$ cat config.mk
export PLATFORM = sky130hd
export DESIGN_NAME = gate2_tester
export DESIGN_NICKNAME = d
export VERILOG_FILES = /design/src/rtl/gate2_pkg.sv /design/src/rtl/gate2_tester_sync2.sv /design/src/rtl/gate2_tester.sv
export SDC_FILE = /design/constraint.sdc
export NUM_CORES = 1
export LEC_CHECK = 0
export ABC_AREA = 1
export CAP_MARGIN = 20
export CORE_MARGIN = 2
export CORE_UTILIZATION = 40
export CTS_CLUSTER_SIZE = 24
export DETAILED_ROUTE_END_ITERATION = 10
export HOLD_SLACK_MARGIN = 0.02
export MAX_ROUTING_LAYER = met4
export PLACE_DENSITY = 0.64
export SLEW_MARGIN = 20
export SYNTH_ARGS = -nofsm -noshare
export SYNTH_HDL_FRONTEND = slang
export SYNTH_SLANG_ARGS = --single-unit
$ cat constraint.sdc
create_clock -name clk -period 1.4 [get_ports clk]
set_input_delay 0.28 -clock clk [delete_from_list [all_inputs] [get_ports clk]]
set_output_delay 0.28 -clock clk [all_outputs]
set_load 0.01 [all_outputs]
$ cat src/rtl/gate2_pkg.sv
// Shared definitions for the 2-input gate tester: FSM state encoding,
// reference truth tables and the settle counter width.
package gate2_pkg;

  typedef enum logic [1:0] {
    ST_IDLE   = 2'd0,
    ST_WAIT   = 2'd1,
    ST_SAMPLE = 2'd2,
    ST_DONE   = 2'd3
  } state_e;

  // Truth tables indexed by {a,b}: bit i is the expected output for {a,b}=i.
  localparam logic [3:0] TT_AND  = 4'b1000;
  localparam logic [3:0] TT_OR   = 4'b1110;
  localparam logic [3:0] TT_XOR  = 4'b0110;
  localparam logic [3:0] TT_NAND = 4'b0111;
  localparam logic [3:0] TT_NOR  = 4'b0001;

  // Wait counter must reach SETTLE+1 with SETTLE up to 15.
  localparam int CNT_W = 5;

endpackage

$ cat src/rtl/gate2_tester_sync2.sv
// Generic two-flop synchroniser for a single asynchronous input bit.
module sync2 (
  input  logic clk,
  input  logic rst,
  input  logic d_i,
  output logic q_o
);

  logic ff1_q;
  logic ff2_q;

  // Two back-to-back flops; only the second one is used downstream.
  always_ff @(posedge clk or posedge rst) begin
    if (rst) begin
      ff1_q <= 1'b0;
      ff2_q <= 1'b0;
    end else begin
      // NOTE: non-blocking assignments make ff2_q take the old ff1_q,
      // giving two real stages; blocking here would collapse them into one.
      ff1_q <= d_i;
      ff2_q <= ff1_q;
    end
  end

  assign q_o = ff2_q;

endmodule

$ cat src/rtl/gate2_tester.sv
// Self-test driver/checker for a 2-input logic gate. Walks {a,b} through
// 00,01,10,11, waits for the gate output to settle and pass the
// synchroniser, compares it against TRUTH and reports per-vector errors.
module gate2_tester
  import gate2_pkg::*;
#(
  parameter logic [3:0]  TRUTH  = TT_AND,
  parameter int unsigned SETTLE = 2
) (
  input  logic       clk,
  input  logic       rst,
  input  logic       start,
  output logic       a,
  output logic       b,
  input  logic       y,
  output logic       busy,
  output logic       done,
  output logic       pass,
  output logic [3:0] err_vec
);

  // WAIT covers SETTLE cycles of settling plus two synchroniser cycles.
  localparam logic [CNT_W-1:0] CNT_LAST = CNT_W'(SETTLE + 1);

  state_e           state_q, state_d;
  logic [1:0]       idx_q,   idx_d;
  logic [CNT_W-1:0] cnt_q,   cnt_d;
  logic             busy_q,  busy_d;
  logic             pass_q,  pass_d;
  logic [3:0]       err_q,   err_d;

  logic             y_sync;
  logic             mismatch;

  sync2 u_sync_y (
    .clk (clk),
    .rst (rst),
    .d_i (y),
    .q_o (y_sync)
  );

  assign mismatch = (y_sync != TRUTH[idx_q]);

  // State register and all datapath registers; reset aborts any run.
  always_ff @(posedge clk or posedge rst) begin
    if (rst) begin
      state_q <= ST_IDLE;
      idx_q   <= '0;
      cnt_q   <= '0;
      busy_q  <= 1'b0;
      pass_q  <= 1'b0;
      err_q   <= '0;
    end else begin
      state_q <= state_d;
      idx_q   <= idx_d;
      cnt_q   <= cnt_d;
      busy_q  <= busy_d;
      pass_q  <= pass_d;
      err_q   <= err_d;
    end
  end

  // Next-state and datapath updates for the four-vector walk.
  always_comb begin
    // NOTE: every variable gets a default before the case so no path can
    // leave one unassigned, which would infer a latch.
    state_d = state_q;
    idx_d   = idx_q;
    cnt_d   = cnt_q;
    busy_d  = busy_q;
    pass_d  = pass_q;
    err_d   = err_q;

    case (state_q)
      ST_IDLE: begin
        if (start) begin
          idx_d   = 2'd0;
          cnt_d   = '0;
          err_d   = 4'b0000;
          pass_d  = 1'b0;
          busy_d  = 1'b1;
          state_d = ST_WAIT;
        end
      end

      ST_WAIT: begin
        cnt_d = cnt_q + CNT_W'(1);
        if (cnt_q == CNT_LAST) begin
          state_d = ST_SAMPLE;
        end
      end

      ST_SAMPLE: begin
        err_d[idx_q] = err_q[idx_q] | mismatch;
        cnt_d        = '0;
        if (idx_q == 2'd3) begin
          state_d = ST_DONE;
        end else begin
          idx_d   = idx_q + 2'd1;
          state_d = ST_WAIT;
        end
      end

      ST_DONE: begin
        // err_q already holds the final SAMPLE update here.
        pass_d  = (err_q == 4'b0000);
        busy_d  = 1'b0;
        idx_d   = 2'd0;
        state_d = ST_IDLE;
      end

      default: state_d = ST_IDLE;
    endcase
  end

  // {a,b} tracks the vector index, which is zero whenever the tester is idle.
  assign a       = idx_q[1];
  assign b       = idx_q[0];
  assign busy    = busy_q;
  assign done    = (state_q == ST_DONE);
  assign pass    = pass_q;
  assign err_vec = err_q;

endmodule

==> Word level (Yosys, flattened, before mapping) <==
Index checks and enable logic that the tools add are counted.
{ "classes": {"n_mux": 22, "eq_ne": 9, "reduce_logical": 12, "bitwise": 1, "magnitude_cmp": 2, "n_addsub": 2} }
{ "ops": {"columns": ["cell", "n"], "rows": [
  ["case mux 5 bit (3 select lines)", 1],
  ["2-to-1 mux 2 bit", 5],
  ["case mux 2 bit (4 select lines)", 1],
  ["case mux 4 bit (2 select lines)", 1],
  ["AND reduction 2 bit", 4],
  ["== test 2 bit, second input constant", 3],
  ["!= test 2 bit, second input constant", 3],
  ["case mux 2 bit (3 select lines)", 1],
  ["nonzero test 3 bit", 2],
  ["adder 5 x 1 -> 5 bit, second input constant", 1],
  ["== test 5 x 2 -> 1 bit, second input constant", 1],
  ["2-to-1 mux 1 bit", 5],
  ["2-to-1 mux 5 bit", 1],
  ["binary-select mux 1 bit (select 2 bit)", 2],
  ["bitwise mux 4 bit", 1],
  ["logical NOT 4 bit", 1],
  ["2-to-1 mux 4 bit", 1],
  ["case mux 1 bit (2 select lines)", 2],
  ["nonzero test 2 bit", 2],
  ["< comparator 2 x 3 -> 1 bit, second input constant", 1],
  ["AND reduction 3 bit", 1],
  ["adder 2 x 1 -> 2 bit, second input constant", 1],
  ["demux 1 bit (select 2 bit)", 1],
  ["== test 2 x 1 -> 1 bit, second input constant", 1],
  ["other kinds (5)", 5]
]} }
{ "totals": {"ff_bits": 17, "output_inout_bits": 9, "elab_cells": 56, "input_bits": 4} }

==> Depth between registers and ports, before layout <==
Gate-level depths: netlist of the first run.
{ "logic_depth": {"word_depth": 6, "ltp_mapped": 7, "depth_no_buf": 7} }

==> Cells and area by module <==
From an unflattened synthesis of the first run, not the netlist that was laid out.
{ "hier_totals": {"cells_unflattened": 106, "hier_area_um2": 864.6} }
{ "modules_own_cells": {"columns": ["module", "cells_per_inst", "seq_area_each_um2", "area_each_um2", "instances"], "rows": [
  ["gate2_tester", 103, 375.4, 810.8, 1],
  ["sync2", 3, 50.0, 53.8, 1]
]} }

==> Worst setup path after synthesis of the first run <==
No wires, ideal clock.
{ "synth_path": {"path_kind": "flip-flop to flip-flop", "from": "reg idx_q[0]", "to": "reg err_q[0] (netlist: err_vec[0])", "required_ns": 1.279, "slack_ns": 0.233, "path_stages_with_launch": 8, "period_less_slack_ns": 1.167, "n_path_buf": 0, "arrival_ns": 1.046, "path_cell_list": "dfrtp_1 > inv_1 > ha_1 > inv_1 > nor2_1 > inv_1 > nor2_1 > nor2_1"} }
{ "synth_via": {"elab_chain_len": 6, "elab_cells_between_ends": 13} }
{ "synth_lines": {"columns": ["element", "line_no", "source"], "rows": [
  ["from (decl)", "gate2_tester.sv:26", "logic [1:0] idx_q, idx_d;"],
  ["from (signal assigned)", "gate2_tester.sv:55", "idx_q <= idx_d;"],
  ["< comparator 2 x 3 -> 1 bit (implied by the code), or another cell as far along", "gate2_tester.sv:94", "err_d[idx_q] = err_q[idx_q] | mismatch;"],
  ["logical AND 1 bit (implied by the code) / 2-to-1 mux 1 bit (equally long branches)", "gate2_tester.sv:94, gate2_tester.sv:42", null],
  ["2-to-1 mux 1 bit (implied by the code) / != test 1 bit (equally long branches)", "gate2_tester.sv:94, gate2_tester.sv:42", null],
  ["demux 1 bit (select 2 bit) / bitwise OR 1 bit (equally long branches)", "gate2_tester.sv:94", null],
  ["bitwise mux 4 bit (*)", "gate2_tester.sv:94", null],
  ["case mux 4 bit (2 select lines) (*)", "gate2_tester.sv:74", "case (state_q)"],
  ["to (signal assigned)", "gate2_tester.sv:59", "err_q <= err_d;"],
  ["to (decl)", "gate2_tester.sv:30", "logic [3:0] err_q, err_d;"]
]} }
Every way passes the cells marked *; elsewhere a longest branch is shown, timed or not. The select of a mux whose other input is x is not followed.
A chain may end at the register's enable or synchronous reset.

==> Worst setup path in the final report of the first run <==
Same ends and word-level chain as after synthesis.

==> impl_metrics.csv, run 1 <==
group,metric,value,unit
run_status,outcome,"complete, no violations",
synth,syn_inst,106,
timing,final-hold-violation-count,0,
routing,routedWlPerCell,11.3,um
global_route,grt_start_max_net_pins,18,
floorplanning,die_area,2510,um^2
timing,whs,0.281,ns
power,internal-power,1.20,mW
global_route,grt.total_usage,17.0,%
critical_path,cpLargestDelayFamily,"flip-flops",
power,p_switching,0.869,mW
place,portBuffers,12,
cells_and_area,nNetsFinal,143,
cells_and_area,multi_input_area,382,um^2
cells_and_area,fin_util,56.5,%
place,gp_congestion,0.823,
timing,grt_setup_unrepaired,"no",
cells_and_area,mostFrequentLayoutCell,"nand2_1",
routing,drcViolationCount,0,
floorplanning,rows,16,
critical_path,critPathArrivalTime,1.50,ns
clocking,clk_latency,0.30,ns
clocking,clk_pin_slew,0.11,ns
timing,fmax,0.767,GHz
cells_and_area,register_area,425,um^2
cells_and_area,insertedDiodeCount,0,
routing,drt_pass1_iterations,5,
clocking,cts_tree,"built",
floorplanning,core_region_area,1980,um^2
synth,avgSynthCellArea,8.00,um^2
global_route,grt_overflow,0,
timing,setup_violations,0,
power,leakage,0.608,nW
power,seqPwrFrac,35.8,%
global_route,grt_pass1_wl,3.08,mm
power,pwr-share-clk,13.1,%
cells_and_area,layout_common_cells,"nand2_1, dfrtp_1, inv_1",
place,dp.final_hpwl,1.24,mm
clocking,clock_path_buffers,2,
power,ir_drop,0.000837,V
timing,fin_worst_skew,0.00849,ns
timing,fin_setup_tns,0,ns
critical_path,crit_buf_inv,4,
global_route,grt_pass1_vias,729,
floorplanning,dieWidth,50.1,um
cells_and_area,final_layout_size_suffix_gt1_share,18.0,%
clocking,holdBufCountCts,0,
critical_path,critPathLaunchType,"flop",
timing,slew_headroom,80.1,%
critical_path,path_cells,"buf_4, inv_1, ha_1, inv_1, nor2_1, inv_1, nor2_1, nor2_1",
timing,tightestPinTransition,0.295,ns
floorplanning,initial_core_util,42.8,%
synth,synth_nets,115,
critical_path,worst-setup-path-type,"reg2reg",
clocking,cts-root-buf,"clkbuf_4",
critical_path,slowest_stage,"dfrtp_1",
clocking,cts_sinks,17,
cells_and_area,stdcell_count,160,
global_route,antenna_found_initial,0,
critical_path,slowest_delay,0.39,ns
hold_path,hold_path.class,"in2async",
clocking,htreeDepth,1,
synth,yosysWarnings,0,
timing,slew_viol_final,0,
power,combPwrFrac,51.1,%
routing,drt-initial-drc-count,8,
place,dpl.cell_count,150,
routing,ant_nets,0,
routing,num_vias,765,
flow_run,max_cap_violations,0,
power,swShare,42.0,%
synth,synth-seq-area-share,50.1,%
timing,fin_crit,1.30,ns
timing,period_share,93.1,%
power,power_density,1850,nW/um^2
routing,avgViaCountPerCell,4.78,
routing,wirelength,1.81,mm
critical_path,critPathCaptureType,"flop",
floorplanning,io_pins,13,
cells_and_area,nFillCells,183,
synth,synth.distinct_cells,14,
critical_path,path_max_fanout,6,
critical_path,cp.required,1.60,ns
floorplanning,die_y,50.1,um
synth,synthesis.area,848,um^2
clocking,cts_buffers,3,
cells_and_area,area_growth,32.0,%
synth,synth-seq-cells,17,
## cell families after synthesis
family	Yosys count	share of synthesized area (%)
and+or+nand+nor	51	25.1
DFF	17	50.1
buffers and inverters	17	7.52
AOI/OAI and AO/OA	15	8.85
xor gates and xnor gates	1	1.03
adders and majority gates	5	7.37
## flip-flops by register name, summed over array words and instances, names as in the netlist
name / count
u_sync_y.ff1_q: 1
pass: 1
err_vec: 4
idx_q: 2
state_q: 2
u_sync_y.q_o: 1
busy: 1
cnt_q: 5
## power by group through the flow
stage / logic [mW] / clock network (mW) / registers, mW
4_1_cts: 1.02 / 0.281 / 0.740
5_1_grt: 1.20 / 0.307 / 0.765
2_1_floorplan: 0.521 / 0 / 0.819
3_5_place_dp: 0.971 / 0 / 0.787
3_3_place_gp: 0.954 / 0 / 0.781
6_report: 1.06 / 0.272 / 0.740
## final timing paths
path / start / to / slack [ns] / cells after the start
min in group clk: u_sync_y.ff1_q$_DFF_PP0_ / u_sync_y.q_o$_DFF_PP0_ / 0.36 / 0
max: idx_q[0]$_DFFE_PP0P_ / err_vec[0]$_DFFE_PP0P_ / 0.1 / 8
min: rst / busy$_DFFE_PP0P_ / 0.28 / 3
min reg2reg: u_sync_y.ff1_q$_DFF_PP0_ / u_sync_y.q_o$_DFF_PP0_ / 0.36 / 0
max reg2reg: idx_q[0]$_DFFE_PP0P_ / err_vec[0]$_DFFE_PP0P_ / 0.1 / 8
max in group asynchronous: rst / idx_q[1]$_DFFE_PP0P_ / 0.93 / 3
## per-stage QoR
step	power (mW)	setup slack [ns]	cell area, um^2
after global routing	2.27	0.00233	1120
after global placement	1.73	0.00327	1040
after floorplan	1.34	0.233	848
after CTS	2.05	0.0282	1100
after detailed placement	1.76	-0.0344	1040
final	2.07	0.0961	1120
## what timing repair did
item / 4_1_cts / 5_1_grt
gates resized for setup: 10 / 8
setup buffers: 6 / 0
setup endpoints to repair: 9 / 7
pin swaps: 0 / 1
## cell type report
cell class	instances	area share (%)
Clock buffer	3	2.01
Clock inverter	1	0.447
Inverter	17	5.70
Multi-Input combinational cell	72	34.1
Sequential cell	17	38.0
Tap cell	27	3.02
Timing Repair Buffer	23	16.8
## worst min-delay path: stages
cell and delay (ns):
clkdlybuf4s50_1 0.40, inv_1 0.05, buf_4 0.23
## metal layers
| layer | global-route usage [%] | up-vias | share of wire (%) |
|---|---|---|---|
| met2 | 24.1 | 20 | 48 |
| met1 | 22.7 | 353 | 47 |
| li1 | - | 390 | - |
| met5 | - | - | 0 |
| met4 | 8.33 | 0 | 0.88 |
| met3 | 3.64 | 2 | 4.7 |
## cells in the mapped netlist (all sizes together)
cell type,number,area share (%)
nand2,26,12
inv,17,7.5
xnor2,1,1.0
nor2,12,5.6
nand3,10,5.9
a21oi,4,2.4
dfrtp,17,50
nor3,1,0.59
nand4,2,1.5
ha,5,7.4
o21ai,11,6.5
Note: power is estimated with default switching activity, not from simulation.
==> run 2: changes to the inputs <==
Settings changed: PLACE_DENSITY 0.64 to default.
==> run 2 against run 1 <==
Compared with the run above: flip-flop and latch count stayed put; power fell by 1.6%; register-to-register slack is essentially flat; sequential power up 0.7%; critical path depth fell by 2; sequential share of layout area rose by 0.26 points.
==> impl_metrics.csv, run 2 (synthesis results as in run 1) <==
group,metric,value,unit
global_route,grt_pass1_vias,750,
routing,top_signal_layer_used,"met4",
global_route,antenna_found_initial,0,
routing,num_vias,748,
global_route,grt_start_max_net_pins,18,
routing,drcViolationCount,0,
power,combPwrFrac,51.0,%
critical_path,path_max_fanout,4,
place,dp.final_hpwl,1.34,mm
run_status,outcome,"complete, no violations",
floorplanning,initial_core_util,42.8,%
timing,grt_setup_unrepaired,"no",
floorplanning,dieWidth,50.1,um
critical_path,critPathLaunchType,"flop",
timing,fin_ws,0.101,ns
timing,slew_viol_final,0,
routing,dr_wl_met3,66,um
routing,avgViaCountPerCell,4.70,
cells_and_area,top_register,"cnt_q",
timing,fin_crit,1.30,ns
power,pwr-share-clk,12.4,%
routing,drt-initial-drc-count,21,
place,portBuffers,12,
cells_and_area,nNetsFinal,142,
flow_run,max_cap_violations,0,
critical_path,cp.required,1.58,ns
critical_path,critPathCaptureType,"flop",
clocking,clk_pin_slew,0.10,ns
power,ir_drop,0.000966,V
power,swShare,41.2,%
clocking,cts-root-buf,"clkbuf_4",
timing,final-hold-violation-count,0,
floorplanning,io_pins,13,
floorplanning,die_y,50.1,um
critical_path,rr_worst_depth,6,
clocking,cts_buffers,3,
routing,wl_met2,883,um
critical_path,reg2reg_from,"idx_q[1]$_DFFE_PP0P_",
clocking,clock_path_buffers,2,
global_route,grt_overflow,0,
cells_and_area,largest_reg_flops,5,
cells_and_area,fin_util,56.1,%
timing,slew_headroom,83.7,%
floorplanning,core_region_area,1980,um^2
power,power_density,1830,nW/um^2
cells_and_area,mostFrequentLayoutCell,"nand2_1",
timing,fin_worst_skew,0.00411,ns
critical_path,crit_start,"idx_q[1]$_DFFE_PP0P_",
routing,ant_nets,0,
critical_path,rr_endpoint,"err_vec[1]$_DFFE_PP0P_",
place,gp_congestion,0.835,
clocking,clk_latency,0.28,ns
routing,wirelength,1.77,mm
clocking,htreeDepth,1,
timing,period_share,92.8,%
cells_and_area,area_growth,31.1,%
cells_and_area,layout_common_cells,"nand2_1, dfrtp_1, inv_1",
cells_and_area,final_layout_size_suffix_gt1_share,18.2,%
timing,fmax,0.770,GHz
floorplanning,die_area,2510,um^2
cells_and_area,insertedDiodeCount,0,
power,leakage,0.597,nW
clocking,holdBufCountCts,0,
critical_path,worst-setup-path-type,"reg2reg",
timing,setup_violations,0,
global_route,grt.total_usage,17.3,%
routing,m1WireLength,807,um
critical_path,r2r_slack,0.10,ns
clocking,cts_tree,"built",
routing,routedWlPerCell,11.1,um
timing,tightestPinTransition,0.242,ns
hold_path,hold_path.class,"in2async",
global_route,grt_pass1_wl,3.17,mm
routing,drt_pass1_iterations,4,
clocking,cts_sinks,17,
critical_path,critPathArrivalTime,1.48,ns
place,dp_slack,-0.165,ns
floorplanning,rows,16,
critical_path,cp-endpoint,"err_vec[1]$_DFFE_PP0P_",
power,seqPwrFrac,36.6,%
power,internal-power,1.20,mW
power,p_switching,0.838,mW
-- run 2: per-layer routing --
| metal | track usage [%] | up-vias |
|---|---|---|
| li1 | - | 390 |
| met2 | 28.5 | 12 |
| met3 | 2.73 | 2 |
| met1 | 20.3 | 344 |
| met4 | 8.33 | 0 |
| met5 | - | - |
-- run 2: how the worst min path moves through the flow --
stage,slack (ns),end,cells after the start
after global routing,0.33,cnt_q[0]$_DFFE_PP0P_,3
after CTS,0.30,busy$_DFFE_PP0P_,3
after detailed placement,0.34,u_sync_y.q_o$_DFF_PP0_,0
after global placement,0.34,u_sync_y.q_o$_DFF_PP0_,0
after floorplan,0.21,busy$_DFFE_PP0P_,1
final,0.30,busy$_DFFE_PP0P_,3
-- run 2: final cells by class --
class | count | area, um^2
flip-flops and latches | 17 | 425
fillers | 184 | 870
inverters | 17 | 63.8
repair buffers | 22 | 180
clock buffers | 4 | 26.3
multi-input cells | 72 | 383
well taps | 27 | 33.8
-- run 2: what timing repair did --
item                                    4_1_cts  5_1_grt
setup buffers                                 4        0
resized for setup                            10       10
endpoints found under the hold margin         0        0
endpoints found under the setup margin        9        6
pin swaps                                     0        1
-- run 2: power by group through the flow --
stage	clock network (mW)	logic, mW	registers, mW
2_1_floorplan	0	0.521	0.819
3_3_place_gp	0	0.972	0.778
3_5_place_dp	0	0.991	0.781
4_1_cts	0.265	1.02	0.741
5_1_grt	0.302	1.18	0.772
6_report	0.252	1.04	0.745
-- run 2: worst max-delay path, stage by stage (launching register included) --
cell and delay, ns:
dfrtp_1 0.39, buf_4 0.15, ha_2 0.21, xnor2_2 0.18
nand2_2 0.11, nor2_1 0.11, nor2_1 0.05
-- run 2: per-stage QoR --
stage	power [mW]	instance area (um^2)	cells	setup TNS, ns	hold WS (ns)
final	2.04	1110	159	0	0.297
after global routing	2.26	1110	159	0	0.330
after CTS	2.02	1090	159	0	0.301
after detailed placement	1.77	1050	151	-0.639	0.341
after global placement	1.75	1050	151	-0.195	0.339
after floorplan	1.34	848	106	0	0.206
==> run 3: changes to the inputs <==
Settings changed: CAP_MARGIN 20 to default, CORE_ASPECT_RATIO from default to 0.8.
==> run 3 against run 2 <==
Compared with the run above: combinational power hardly changed; wire length is 5.8% higher; worst hold slack lost 0.0071 ns; die area is essentially flat.
==> impl_metrics.csv, run 3 (synthesis results as in run 1) <==
group,metric,value,unit
critical_path,critPathCaptureType,"flop",
floorplanning,initial_core_util,43.6,%
place,dp_slack,-0.148,ns
timing,tightestPinTransition,0.266,ns
floorplanning,die_y,45.2,um
routing,routedWlPerCell,11.9,um
floorplanning,dieWidth,55.5,um
clocking,htreeDepth,1,
cells_and_area,top_register,"cnt_q",
timing,fin_worst_skew,0.00255,ns
cells_and_area,nFillCells,180,
global_route,grt_pass1_vias,775,
critical_path,cp.required,1.59,ns
run_status,outcome,"complete, no violations",
clocking,cts_tree,"built",
critical_path,path_cells,"buf_4, ha_1, xnor2_1, nand2_2, nor2_1, nor2_1",
floorplanning,io_pins,13,
cells_and_area,nNetsFinal,144,
floorplanning,die_area,2510,um^2
global_route,grt.total_usage,18.1,%
timing,fmax,0.751,GHz
timing,grt_setup_unrepaired,"no",
timing,fin_ws,0.0687,ns
place,dp.final_hpwl,1.39,mm
critical_path,critPathLaunchType,"flop",
clocking,cts-root-buf,"clkbuf_4",
place,portBuffers,12,
hold_path,hold_path.class,"in2async",
cells_and_area,multi_input_area,367,um^2
critical_path,path_max_fanout,4,
critical_path,crit_buf_inv,1,
routing,wirelength,1.88,mm
power,leakage,0.607,nW
routing,ant_nets,0,
cells_and_area,layout_common_cells,"nand2_1, dfrtp_1, inv_1",
global_route,grt_overflow,0,
critical_path,cpLargestDelayFamily,"flip-flops",
floorplanning,rows,14,
clocking,clk_pin_slew,0.10,ns
power,p_total,2.07,mW
cells_and_area,fin_util,57.0,%
clocking,clock_path_buffers,2,
clocking,cts_buffers,3,
cells_and_area,register_area,425,um^2
cells_and_area,largest_reg_flops,5,
cells_and_area,area_growth,30.7,%
timing,final-hold-violation-count,0,
cells_and_area,final_layout_size_suffix_gt1_share,16.4,%
timing,slew_viol_final,0,
global_route,grt_pass1_wl,3.28,mm
timing,fin_crit,1.33,ns
cells_and_area,insertedDiodeCount,0,
timing,slew_headroom,82.1,%
floorplanning,core_region_area,1940,um^2
place,gp_congestion,0.835,
critical_path,worst-setup-path-type,"reg2reg",
flow_run,max_cap_violations,0,
critical_path,slowest_delay,0.38,ns
routing,drt_pass1_iterations,5,
routing,drt-initial-drc-count,16,
timing,period_share,95.1,%
critical_path,cpMostUsedCell,"nor2_1",
power,power_density,1870,nW/um^2
power,ir_drop,0.00142,V
critical_path,slowest_stage,"dfrtp_1",
critical_path,critPathArrivalTime,1.52,ns
routing,num_vias,796,
global_route,antenna_found_initial,0,
global_route,grt_start_max_net_pins,18,
routing,drcViolationCount,0,
routing,avgViaCountPerCell,5.04,
timing,setup_violations,0,
clocking,clk_latency,0.29,ns
cells_and_area,mostFrequentLayoutCell,"nand2_1",
clocking,cts_sinks,17,
==> run 3: cell types whose count changed in the layout (fill, tap and decap cells not counted), sizes merged <==
cell	before	now
buf	10	12
clkbuf	5	4
clkinv	0	1
==> run 3: final timing paths <==
kind,depth (start not counted),startpoint,endpoint,slack [ns]
setup / recovery,6,idx_q[1]$_DFFE_PP0P_,err_vec[2]$_DFFE_PP0P_,0.07
hold / removal,3,rst,cnt_q[2]$_DFFE_PP0P_,0.29
setup reg to reg,6,idx_q[1]$_DFFE_PP0P_,err_vec[2]$_DFFE_PP0P_,0.07
hold reg to reg,0,u_sync_y.ff1_q$_DFF_PP0_,u_sync_y.q_o$_DFF_PP0_,0.36
max in group asynchronous,3,rst,err_vec[2]$_DFFE_PP0P_,0.93
min in group clk,0,u_sync_y.ff1_q$_DFF_PP0_,u_sync_y.q_o$_DFF_PP0_,0.36
==> run 3: per-layer routing <==
layer / vias up / track usage [%] / routed length [um]
met1: 376 / 22.3 / 941
met4: 0 / 5.37 / 17
met2: 24 / 28.3 / 803
li1: 394 / - / -
met5: - / - / 0
met3: 2 / 6.59 / 113
==> run 3: area by class of cell <==
cell class              instances  area share (%)
clock buffers                   3            2.03
clock inverters                 1           0.451
repair buffers                 24            17.6
multi-input cells              72            33.1
well taps                      24            2.71
inverters                      17            5.76
flip-flops and latches         17            38.4
==> run 3: tightest hold or removal path, stage by stage <==
cell and delay [ns]:
clkdlybuf4s50_1 0.39, inv_1 0.05, buf_4 0.23
==> run 3: timing repair <==
item,4_1_cts,5_1_grt
endpoints found under the setup margin,9,6
hold buffers,0,0
buffers inserted,5,0
gates cloned,0,0
resized for setup,11,4
==> run 3: per-stage QoR <==
step	cell area [um^2]	hold WS, ns	instances	setup TNS, ns
after floorplan	848	0.206	106	0
after global placement	1050	0.336	149	-0.148
after detailed placement	1050	0.340	149	-0.661
after CTS	1110	0.293	158	0
after global routing	1110	0.318	158	0
final	1110	0.289	158	0
==> run 3: power by group <==
part	switching (mW)	internal, mW	total, mW	leakage, nW
combinational	0.615	0.448	1.06	0.371
clock	0.152	0.106	0.258	0.0177
sequential	0.105	0.648	0.753	0.218
